--- src/rtl/value_sequencer_if.sv ---
// Bundle of the button/mode inputs and the 3-bit value/step outputs of the sequencer.
interface value_sequencer_if;
  logic btn_up;
  logic btn_down;
  logic auto_en;
  logic A;
  logic B;
  logic C;
  logic step;

  modport master (
    output btn_up,
    output btn_down,
    output auto_en,
    input  A,
    input  B,
    input  C,
    input  step
  );

  modport slave (
    input  btn_up,
    input  btn_down,
    input  auto_en,
    output A,
    output B,
    output C,
    output step
  );
endinterface

--- src/rtl/value_sequencer.sv ---
// 3-bit modulo-8 counter stepped by debounced up/down buttons (MANUAL) or a clock divider (AUTO).
module value_sequencer #(
  parameter int DEB_CYCLES = 16,
  parameter int AUTO_DIV   = 8
) (
  input  logic             clk,
  input  logic             rst,
  value_sequencer_if.slave bus
);

  localparam int CNT_W = 16;

  typedef enum logic {
    MANUAL = 1'b0,
    AUTO   = 1'b1
  } state_t;

  function automatic logic [2:0] inc_mod8(input logic [2:0] v);
    return v + 3'd1;
  endfunction

  function automatic logic [2:0] dec_mod8(input logic [2:0] v);
    return v - 3'd1;
  endfunction

  // Button index 0 = up, 1 = down.
  logic [1:0]       raw;
  logic [1:0]       sync_p0;
  logic [1:0]       sync_p1;
  logic [1:0]       level;
  logic [CNT_W-1:0] deb_cnt [2];
  logic [1:0]       accept;
  logic [1:0]       press;

  state_t           state;
  state_t           state_next;
  logic [CNT_W-1:0] div;
  logic [CNT_W-1:0] div_next;
  logic [2:0]       value;
  logic [2:0]       value_next;
  logic             step_q;
  logic             step_next;

  assign raw = {bus.btn_down, bus.btn_up};

  // Stage p0/p1: two-flop synchronizers ahead of everything else
  always_ff @(posedge clk) begin
    if (rst) begin
      sync_p0 <= 2'b00;
      sync_p1 <= 2'b00;
    end else begin
      sync_p0 <= raw;
      sync_p1 <= sync_p0;
    end
  end

  // Accept is combinational so the value can move on the same edge the level toggles.
  always_comb begin
    accept = 2'b00;
    press  = 2'b00;
    for (int b = 0; b < 2; b++) begin
      accept[b] = (sync_p1[b] != level[b]) &&
                  (deb_cnt[b] == CNT_W'(DEB_CYCLES - 1));
      press[b]  = accept[b] & ~level[b];
    end
  end

  // Debounce stage: counter runs only while the synchronized sample disagrees with the level
  always_ff @(posedge clk) begin
    if (rst) begin
      level <= 2'b00;
      for (int b = 0; b < 2; b++) begin
        deb_cnt[b] <= '0;
      end
    end else begin
      for (int b = 0; b < 2; b++) begin
        if (sync_p1[b] == level[b]) begin
          deb_cnt[b] <= '0;
        end else if (accept[b]) begin
          deb_cnt[b] <= '0;
          level[b]   <= ~level[b];
        end else begin
          deb_cnt[b] <= deb_cnt[b] + CNT_W'(1);
        end
      end
    end
  end

  always_comb begin
    state_next = state;
    div_next   = div;
    value_next = value;
    step_next  = 1'b0;
    case (state)
      MANUAL: begin
        div_next = '0;
        if (press == 2'b01) begin
          value_next = inc_mod8(value);
          step_next  = 1'b1;
        end else if (press == 2'b10) begin
          value_next = dec_mod8(value);
          step_next  = 1'b1;
        end
        if (bus.auto_en) begin
          state_next = AUTO;
        end
      end
      AUTO: begin
        // Press events are deliberately ignored here; the debouncers still track the buttons.
        if (!bus.auto_en) begin
          state_next = MANUAL;
          div_next   = '0;
        end else if (div == CNT_W'(AUTO_DIV - 1)) begin
          div_next   = '0;
          value_next = inc_mod8(value);
          step_next  = 1'b1;
        end else begin
          div_next = div + CNT_W'(1);
        end
      end
      default: begin
        state_next = MANUAL;
        div_next   = '0;
      end
    endcase
  end

  // Output stage: value and step registered together so step marks the first cycle of a new value
  always_ff @(posedge clk) begin
    if (rst) begin
      state  <= MANUAL;
      div    <= '0;
      value  <= 3'b000;
      step_q <= 1'b0;
    end else begin
      state  <= state_next;
      div    <= div_next;
      value  <= value_next;
      step_q <= step_next;
    end
  end

  assign bus.A    = value[2];
  assign bus.B    = value[1];
  assign bus.C    = value[0];
  assign bus.step = step_q;

endmodule

--- src/flat_wrapper.sv ---
// flat-port wrapper written by rule: the top's interface ports become plain ports
module value_sequencer_flat 
#(
  parameter int DEB_CYCLES = 16,
  parameter int AUTO_DIV   = 8
)
  (clk, rst, bus_btn_up, bus_btn_down, bus_auto_en, bus_A, bus_B, bus_C, bus_step);
  value_sequencer_if bus_i ();
  input  logic clk;
  input  logic rst;
  input wire logic [$bits(bus_i.btn_up)-1:0] bus_btn_up;
  input wire logic [$bits(bus_i.btn_down)-1:0] bus_btn_down;
  input wire logic [$bits(bus_i.auto_en)-1:0] bus_auto_en;
  output wire logic [$bits(bus_i.A)-1:0] bus_A;
  output wire logic [$bits(bus_i.B)-1:0] bus_B;
  output wire logic [$bits(bus_i.C)-1:0] bus_C;
  output wire logic [$bits(bus_i.step)-1:0] bus_step;
  assign bus_i.btn_up = bus_btn_up;
  assign bus_i.btn_down = bus_btn_down;
  assign bus_i.auto_en = bus_auto_en;
  assign bus_A = bus_i.A;
  assign bus_B = bus_i.B;
  assign bus_C = bus_i.C;
  assign bus_step = bus_i.step;
  value_sequencer #(.DEB_CYCLES(DEB_CYCLES), .AUTO_DIV(AUTO_DIV)) u_core (.clk(clk), .rst(rst), .bus(bus_i));
endmodule
--- config.mk ---
export PLATFORM = sky130hd
export DESIGN_NAME = value_sequencer_flat
export DESIGN_NICKNAME = d
export VERILOG_FILES = /design/src/rtl/value_sequencer_if.sv /design/src/rtl/value_sequencer.sv /design/src/flat_wrapper.sv
export SDC_FILE = /design/constraint.sdc
export NUM_CORES = 1
export LEC_CHECK = 0
export CAP_MARGIN = 20
export CORE_MARGIN = 8
export CORE_UTILIZATION = 45
export CTS_CLUSTER_DIAMETER = 80
export DETAILED_ROUTE_END_ITERATION = 8
export GPL_TIMING_DRIVEN = 1
export PLACE_DENSITY = 0.75
export SLEW_MARGIN = 40
export SYNTH_ARGS = -nofsm -noshare
export SYNTH_HDL_FRONTEND = slang
export SYNTH_SLANG_ARGS = --single-unit
export TNS_END_PERCENT = 20
--- constraint.sdc ---
create_clock -name clk -period 2.25 [get_ports clk]
set_input_delay 0.225 -clock clk [delete_from_list [all_inputs] [get_ports clk]]
set_output_delay 0.225 -clock clk [all_outputs]
set_load 0.03 [all_outputs]
# Word level (Yosys, flattened, before mapping)
# Memories as Yosys holds them, arrays and structs flattened.
# Index checks and enable logic that the tools add are counted.
dict set report op_classes {
  n_addsub 5
  n_reduce_logical 5
  eq_ne 12
  muxes 44
  n_bitwise 13
}
# operator n
set ops {}
lappend ops {{$mux W16} 8}
lappend ops {{$add A16 B1 Y16 const B} 3}
lappend ops {{$eq A16 B4 Y1 const B} 2}
lappend ops {{$pmux W16 S2} 1}
lappend ops {{$mux W1} 29}
lappend ops {{$eq A16 B3 Y1 const B} 1}
lappend ops {{$mux W3} 4}
lappend ops {{$or A1 B1 Y1} 6}
lappend ops {{$pmux W3 S2} 1}
lappend ops {{$not A1 Y1} 5}
lappend ops {{$ne A2 B2 Y1 const B} 2}
lappend ops {{$reduce_and A2 Y1} 2}
lappend ops {{$add A3 B1 Y3 const B} 1}
lappend ops {{$ne A3 B1 Y1 const B} 1}
lappend ops {{$reduce_and A3 Y1} 1}
lappend ops {{$sub A3 B1 Y3 const B} 1}
lappend ops {{$and A1 B1 Y1} 2}
lappend ops {{$eq A1 B1 Y1} 2}
lappend ops {{$eq A2 B1 Y1 const B} 1}
lappend ops {{$eq A2 B2 Y1 const B} 1}
lappend ops {{$logic_and A1 B1 Y1} 2}
lappend ops {{$ne A1 B1 Y1} 2}
lappend ops {{$pmux W1 S2} 1}
dict set report totals {
  ff_bits 27
  in_bits 5
  mem_bits_rw 32
  memories 1
  wordCells 88
  output_inout_bits 4
}
# memory depth width read_ports rd_clocked_by_memory_dff wr line_no
set mem_list {}
lappend mem_list {u_core.deb_cnt 2 16 2 0 2 value_sequencer.sv:31} ;# logic [CNT_W-1:0] deb_cnt [2];

# Logic depth before layout (Yosys ltp)
# Gate-level depths: netlist of the first run.
dict set report logic_depth {
  depth_word 8
  depth_mapped 11
  depth_no_buf 10
}

# Worst setup path before layout of the first run
# OpenSTA, ideal clock, no wires.
dict set report synth_timing {
  path_kind {register to register}
  from {mem u_core.deb_cnt[0][6]}
  to {reg u_core.value[2]}
  stages_incl_launch_ff 10
  t_arrival_ns 2.238
  t_required_ns 2.171
  period_less_slack_ns 2.317
  setup_ns 0.079
  path_buffers 0
  slack_ns -0.067
  path_cell_list {edfxtp_1 > nor4_1 > nand4_1 > or3b_2 > inv_1 > ha_1 > o21a_1 > a31oi_1 > or3_1 > o211ai_1}
}
# element line_no
set synth_lines {}
lappend synth_lines {{from (decl)} value_sequencer.sv:31}
lappend synth_lines {{to (signal assigned)} value_sequencer.sv:138} ;# value <= value_next;
lappend synth_lines {{to (decl)} value_sequencer.sv:39} ;# logic [2:0] value;

==> metrics.md, run 1 <==
| Metric | Value |
|---|---|
| Outcome | `finished with violations` |
| Failing checks | `setup timing` |
| Post-layout net count | `394` |
| Post-Synth Adder-Cell Area | `2.826%` |
| Placer congestion estimate | `0.8487` |
| First-pass GRT wire length | `10.01 mm` |
| Post-route DRC | `0` |
| Vias in the first global route | `2,322` |
| Fin. max-slew vios | `0` |
| Worst VDD drop | `0.3568 mV` |
| Synthesized area | `0.003099 mm²` |
| Storage element area | `0.001501 mm²` |
| Min-Delay Startpoint | `u_core.sync_p0[0]$_SDFF_PP0_` |
| Avg WL per Cell | `12.31 µm` |
| Depth of the most critical reg-to-reg path | `9` |
| Die Ht | `98.99 µm` |
| Die width | `98.99 µm` |
| Proportion of synthesized area in mux cells | `0.9689%` |
| Total grt overflow | `0` |
| HPWL Detailed | `4.108 mm` |
| Vias | `2,340` |
| Final non-filler cell total | `467` |
| Worst path cell trace | `nor4_4, nand4_1, or3b_4, inv_2, ha_4, nor2_2, a31oi_2, mux2i_1, o211ai_1` |
| CTS Buf Count | `9` |
| Multi-input logic area | `0.001658 mm²` |
| Async SR Flop Fraction | `0%` |
| Mapped Cells | `308` |
| Worst slew pin tran | `554.3 ps` |
| Largest family of logic cells by synthesized area | `simple AND/OR/NAND/NOR gates` |
| Clock Pin Slew Worst Setup and Hold Paths | `70 ps` |
| Slowest cell on crit path | `edfxtp_1` |
| Fraction of layout cells with a size suffix above 1 | `18.60%` |
| Leading area contributor after synthesis | `edfxtp_1` |
| Clk root buf | `clkbuf_8` |
| WHS | `434.9 ps` |
| Worst hold path class | `flip-flop to flip-flop` |
| IO buf count | `8` |
| Vias per inst | `5.011` |
| Fin crit share | `104.0%` |
| GRT Util Overall | `12.60%` |
| Sequential share of the synthesized area | `48.45%` |
| Core area | `0.006719 mm²` |
| Post-CTS Hold Buffers | `0` |
| Warnings from Yosys | `0` |
| Clock sink total | `59` |
| Reg-to-reg slack, setup | `-90 ps` |
| RSZ-0062 raised after global routing | `true` |
| Number of flops mapped to enable cells by yosys | `32` |
| Clk_lat worst skew | `340 ps` |
| Rows | `30` |
| Worst r2r src | `u_core.deb_cnt[0][9]$_SDFFCE_PN0P_` |
| Synth Area in Simple Gates | `28.38%` |
| Distinct cell type count after synthesis | `45` |
| Pre-antenna DRT Iters | `4` |
| WHS Endpoint | `u_core.sync_p1[0]$_SDFF_PP0_` |
| Die area | `0.009799 mm²` |
| CP Data Required Time | `2470 ps` |
| Fill count | `595` |
| Highest cell delay on the worst timing path | `440 ps` |
| Main synth FF type | `edfxtp_1` |
| Initial antenna violation count | `0` |
| Power density cells | `584.8 mW/mm²` |
| Final min period | `2341 ps` |
| F_max | `0.4271 GHz` |
| Area contributors post-synth | `edfxtp_1 31%, dfxtp_1 17%, xnor2_1 7.3%` |
| Final setup TNS | `-91.11 ps` |
| Max cap viols | `0` |
| XOR/XNOR share of the synthesized area | `11.30%` |
| Syn Area/Cell | `10.06 µm²` |
| Critical setup path kind | `flip-flop to flip-flop` |
| N_diodes | `0` |
| Crit. End Element | `flip-flop` |
| CTS tree | `yes` |
| Setup violations, final | `1` |
| #FFs+latches synth | `59` |
| Setup WS post-layout | `-91.11 ps` |
| Worst-path maximum fanout | `3` |
| Area added between synthesis and finish | `22.97%` |
| # IOs | `9` |
| Slew margin rel. | `63.05%` |
| WHS Path Cells | `1` |
| Compound-Gate Fraction of Synth Area | `4.239%` |
| Clock skew | `12.99 ps` |
| Worst-case clock buffer depth | `2` |
| Share of the synthesized area in the top cell type | `31.01%` |
| Detailed router's first-iteration violation count | `89` |
| Startpoint class of the critical path | `flip-flop` |
| Largest net degree at the start of global routing | `17` |
| Final Hold Violating Endpoints | `0` |
| Cell count after placement | `449` |
| R2r endpoint | `u_core.value[2]$_SDFFE_PP0P_` |
| Initial Utilization | `46.13%` |
| H-tree Lvls | `3` |
| Final antenna-violating net count | `0` |
| CP Data Arrival Time | `2560 ps` |
| Leakage | `1.377 nW` |
| Final WL | `5.750 mm` |
-- worst max path at each step --
stage,start,to,slack [ps],cells after the start
2_1_floorplan,u_core.deb_cnt[0][0]$_SDFFCE_PN0P_,u_core.value[2]$_SDFFE_PP0P_,20,10
3_3_place_gp,u_core.deb_cnt[0][9]$_SDFFCE_PN0P_,u_core.value[2]$_SDFFE_PP0P_,-90,9
3_5_place_dp,u_core.deb_cnt[0][7]$_SDFFCE_PN0P_,u_core.value[2]$_SDFFE_PP0P_,-170,9
4_1_cts,u_core.deb_cnt[0][4]$_SDFFCE_PN0P_,u_core.value[2]$_SDFFE_PP0P_,-10,9
5_1_grt,u_core.deb_cnt[0][9]$_SDFFCE_PN0P_,u_core.value[2]$_SDFFE_PP0P_,-160,9
6_report,u_core.deb_cnt[0][9]$_SDFFCE_PN0P_,u_core.value[2]$_SDFFE_PP0P_,-90,9
-- cells in the final DEF (no fill, tap or decap), types with 3 or more instances in the layout --
cell / synthesis / routed
mux2i_1: 3 / 3
nor3_1: 10 / 10
nor2_1: 39 / 38
and2_1: 3 / 3
nor2b_1: 7 / 7
clkbuf_8: 1 / 9
xor2_1: 14 / 14
nand2_1: 18 / 18
ha_1: 7 / 5
o21ai_0: 4 / 3
and4_1: 5 / 5
nor4_1: 16 / 13
edfxtp_1: 32 / 32
inv_1: 12 / 11
conb_1: 1 / 32
dfxtp_1: 27 / 27
xnor2_1: 26 / 26
nor2_2: 10 / 11
a21oi_1: 6 / 6
nand4_1: 12 / 12
or3_1: 3 / 3
nand3_1: 14 / 14
clkdlybuf4s50_1: 0 / 8
buf_4: 0 / 33
and3_1: 6 / 6
-- worst max-delay path: cells and delay by family, from the launching register on --
kind            cells  cell delay, ps
mux                 1             240
compound gates      2             370
buf+inv             1              80
flops               1             440
simple gates        4             980
fa+ha+maj           1             140
-- layout make-up --
| class | count | area share (%) |
|---|---|---|
| well taps | 80 | 2.626 |
| inverters | 12 | 1.182 |
| clock inverters | 4 | 0.5909 |
| flip-flops and latches | 59 | 39.40 |
| multi-input cells | 259 | 43.50 |
| clock buffers | 12 | 4.104 |
| repair buffers | 41 | 8.601 |
-- report_power, final --
part	internal, mW	switching (mW)	leakage, nW
sequential	1.17	0.0257	0.549
combinational	0.0702	0.0768	0.732
clock	0.465	0.425	0.0961
-- registers in the layout (all words and copies together) (netlist names) --
signal / flops
u_core.bus.step: 1
u_core.sync_p1: 2
u_core.value: 3
u_core.div: 16
u_core.level: 2
u_core.sync_p0: 2
u_core.state: 1
u_core.deb_cnt: 32
-- synthesized netlist by cell type (3+ instances only) --
| master | count |
|---|---|
| a21oi_1 | 6 |
| ha_1 | 7 |
| nor2_2 | 10 |
| nor2_1 | 39 |
| nor2b_1 | 7 |
| nand2_1 | 18 |
| and3_1 | 6 |
| dfxtp_1 | 27 |
| and4_1 | 5 |
| xnor2_1 | 26 |
| o21ai_0 | 4 |
| nor3_1 | 10 |
| nand3_1 | 14 |
| mux2i_1 | 3 |
| nand4_1 | 12 |
| and2_1 | 3 |
| edfxtp_1 | 32 |
| or3_1 | 3 |
| clkbuf_1 | 4 |
| nor4_1 | 16 |
| xor2_1 | 14 |
| inv_1 | 12 |
-- through the flow --
stage | power, mW | worst slack [ps] | area, µm² | util, %
floorplan | 1.295 | 16.60 | 3221 | -
global placement | 1.348 | -90.98 | 3563 | 53.04
detailed placement | 1.352 | -170.3 | 3563 | 53.04
CTS | 2.242 | -9.787 | 3797 | 56.52
global route | 2.320 | -158.4 | 3811 | 56.72
finish | 2.229 | -91.11 | 3811 | 56.72
-- per-layer routing --
metal | GRT usage [%] | share of wire (%) | up-vias
li1 | - | - | 1219
met1 | 13.99 | 46 | 1085
met2 | 21.05 | 49 | 28
met3 | 3.665 | 2.9 | 8
met4 | 7.202 | 2.2 | 0
met5 | 0 | 0 | -
-- cell families after synthesis --
kind of cell,Yosys count
adder cells (fa/ha/maj),7
other,1
XOR/XNOR,40
flip-flops,59
multiplexers,3
AND/OR/NAND/NOR,157
buffers and inverters,21
AO/OA/AOI/OAI,20
-- repair_timing --
item	CTS	global route
setup buffers	2	0
setup endpoints to repair	3	4
pin swaps	6	4
resized for setup	9	2
No activity file was read; power rests on OpenSTA's default activity.
==> inputs of run 2 (changes only) <==
--- a/config.mk
+++ b/config.mk
@@ -12,6 +12,7 @@
 export DETAILED_ROUTE_END_ITERATION = 8
 export GPL_TIMING_DRIVEN = 1
 export PLACE_DENSITY = 0.75
+export SETUP_SLACK_MARGIN = 0.15
 export SLEW_MARGIN = 40
 export SYNTH_ARGS = -nofsm -noshare
 export SYNTH_HDL_FRONTEND = slang
==> metrics.md, run 2 (synthesis results as in run 1) <==
| Metric | Value |
|---|---|
| Outcome | `finished with violations` |
| Failing checks | `setup timing` |
| Final min period | `2269 ps` |
| Final Hold Violating Endpoints | `0` |
| RSZ-0062 raised after global routing | `true` |
| Final WL | `5.843 mm` |
| # IOs | `9` |
| Detailed router's first-iteration violation count | `74` |
| Die width | `98.99 µm` |
| Largest Register | `u_core.deb_cnt` |
| HPWL Detailed | `4.139 mm` |
| Total Power | `2.130 mW` |
| Top flop regs | `u_core.deb_cnt x32, u_core.div x16, u_core.value x3` |
| Final setup TNS | `-19.20 ps` |
| Post-route DRC | `0` |
| Clk root buf | `clkbuf_8` |
| Setup violations, final | `1` |
| Pre-antenna DRT Iters | `4` |
| CP Data Required Time | `2520 ps` |
| Worst hold path class | `flip-flop to flip-flop` |
| Area added between synthesis and finish | `23.05%` |
| Depth of the most critical reg-to-reg path | `9` |
| Reg-to-reg slack, setup | `-20 ps` |
| Crit. Startpoint | `u_core.deb_cnt[0][11]$_SDFFCE_PN0P_` |
| Clock sink total | `59` |
| CP Data Arrival Time | `2530 ps` |
| Commonest non-fill, non-tap cell in the layout | `nor2_1` |
| Vias per inst | `5.075` |
| Placer congestion estimate | `0.8487` |
| Max cap viols | `0` |
| Worst VDD drop | `0.3704 mV` |
| Fraction of layout cells with a size suffix above 1 | `20.16%` |
| WHS | `435.8 ps` |
| CTS Buf Count | `9` |
| Vias | `2,370` |
| Largest register FFs | `32` |
| Power density cells | `558.6 mW/mm²` |
| Vias in the first global route | `2,345` |
| Worst-case clock buffer depth | `2` |
| GRT Util Overall | `12.59%` |
| N_diodes | `0` |
| Pre-CTS setup slack | `-65.28 ps` |
| Worst-path maximum fanout | `3` |
| Avg WL per Cell | `12.51 µm` |
| Clock skew | `7.925 ps` |
| Fin util | `56.76%` |
| Post-layout net count | `394` |
| Setup WS post-layout | `-19.20 ps` |
| Startpoint class of the critical path | `flip-flop` |
| Clock Pin Slew Worst Setup and Hold Paths | `70 ps` |
| Core area | `0.006719 mm²` |
| First-pass GRT wire length | `9.977 mm` |
| Die area | `0.009799 mm²` |
| Die Ht | `98.99 µm` |
| F_max | `0.4407 GHz` |
| Total grt overflow | `0` |
| Initial antenna violation count | `0` |
| Largest net degree at the start of global routing | `17` |
| Fin. max-slew vios | `0` |
| Rows | `30` |
| Final antenna-violating net count | `0` |
| Worst setup path endpoint | `u_core.value[2]$_SDFFE_PP0P_` |
| Clk_lat worst skew | `340 ps` |
| Initial Utilization | `46.13%` |
| Worst r2r src | `u_core.deb_cnt[0][11]$_SDFFCE_PN0P_` |
| IO buf count | `8` |
| Leakage | `1.365 nW` |
| Fin crit share | `100.9%` |
| Most frequent cells in the layout | `37 x nor2_1, 33 x buf_4, 32 x edfxtp_1, 32 x conb_1, 27 x dfxtp_1` |
| Crit. End Element | `flip-flop` |
| CTS tree | `yes` |
| H-tree Lvls | `3` |
| Critical setup path kind | `flip-flop to flip-flop` |
| R2r endpoint | `u_core.value[2]$_SDFFE_PP0P_` |
## run 2: cell count changes in the layout (fill, tap and decap cells not counted), sizes merged
cell,before,now
inv,14,12
clkbuf,12,13
clkinv,2,3
## run 2: cell type report
cell class	instances	area (µm²)
well taps	80	100.1
repair buffers	41	327.8
fillers	576	2905
multi-input cells	259	1685
clock buffers	13	138.9
flip-flops and latches	59	1501
clock inverters	3	15.01
inverters	12	45.04
## run 2: worst min path at each step
stage | startpoint | endpoint | slack, ps | cells after the start
final | u_core.sync_p0[1]$_SDFF_PP0_ | u_core.sync_p1[1]$_SDFF_PP0_ | 440 | 1
after global routing | u_core.sync_p0[0]$_SDFF_PP0_ | u_core.sync_p1[0]$_SDFF_PP0_ | 470 | 1
after CTS | bus_btn_down | u_core.sync_p0[1]$_SDFF_PP0_ | 440 | 2
after detailed placement | u_core.sync_p0[1]$_SDFF_PP0_ | u_core.sync_p1[1]$_SDFF_PP0_ | 430 | 1
after global placement | u_core.sync_p0[1]$_SDFF_PP0_ | u_core.sync_p1[1]$_SDFF_PP0_ | 420 | 1
after floorplan | bus_btn_up | u_core.sync_p0[0]$_SDFF_PP0_ | 350 | 1
## run 2: power breakdown
part | internal (mW) | switching, mW
Clock | 0.395 | 0.399
Combinational | 0.0690 | 0.0744
Sequential | 1.17 | 0.0263
Total | 1.63 | 0.499
## run 2: worst max-delay path, cell delays in order, from the launching register on
cell,delay (ps)
edfxtp_1,400
nor4_2,310
nand4_1,170
or3b_4,410
inv_2,80
ha_4,150
o21a_1,140
a31oi_2,60
or3_1,330
o211ai_1,150
## run 2: through the flow
stage / area, µm² / std cells
floorplan: 3238 / 339
global placement: 3558 / 446
detailed placement: 3558 / 446
CTS: 3731 / 462
global route: 3814 / 467
finish: 3814 / 467
## run 2: per-layer routing
layer | global-route usage (%) | up-vias | wire, µm
met5 | 0 | - | 0
met3 | 3.946 | 7 | 168
met2 | 20.84 | 22 | 2882
li1 | - | 1221 | -
met1 | 14.27 | 1120 | 2701
met4 | 6.375 | 0 | 91
## run 2: what timing repair did
item / CTS / global route
resized for setup: 3 / 13
pin swaps: 1 / 6
endpoints found under the setup margin: 3 / 19
gates cloned: 0 / 0
buffers inserted: 0 / 5
hold buffers: 0 / 0
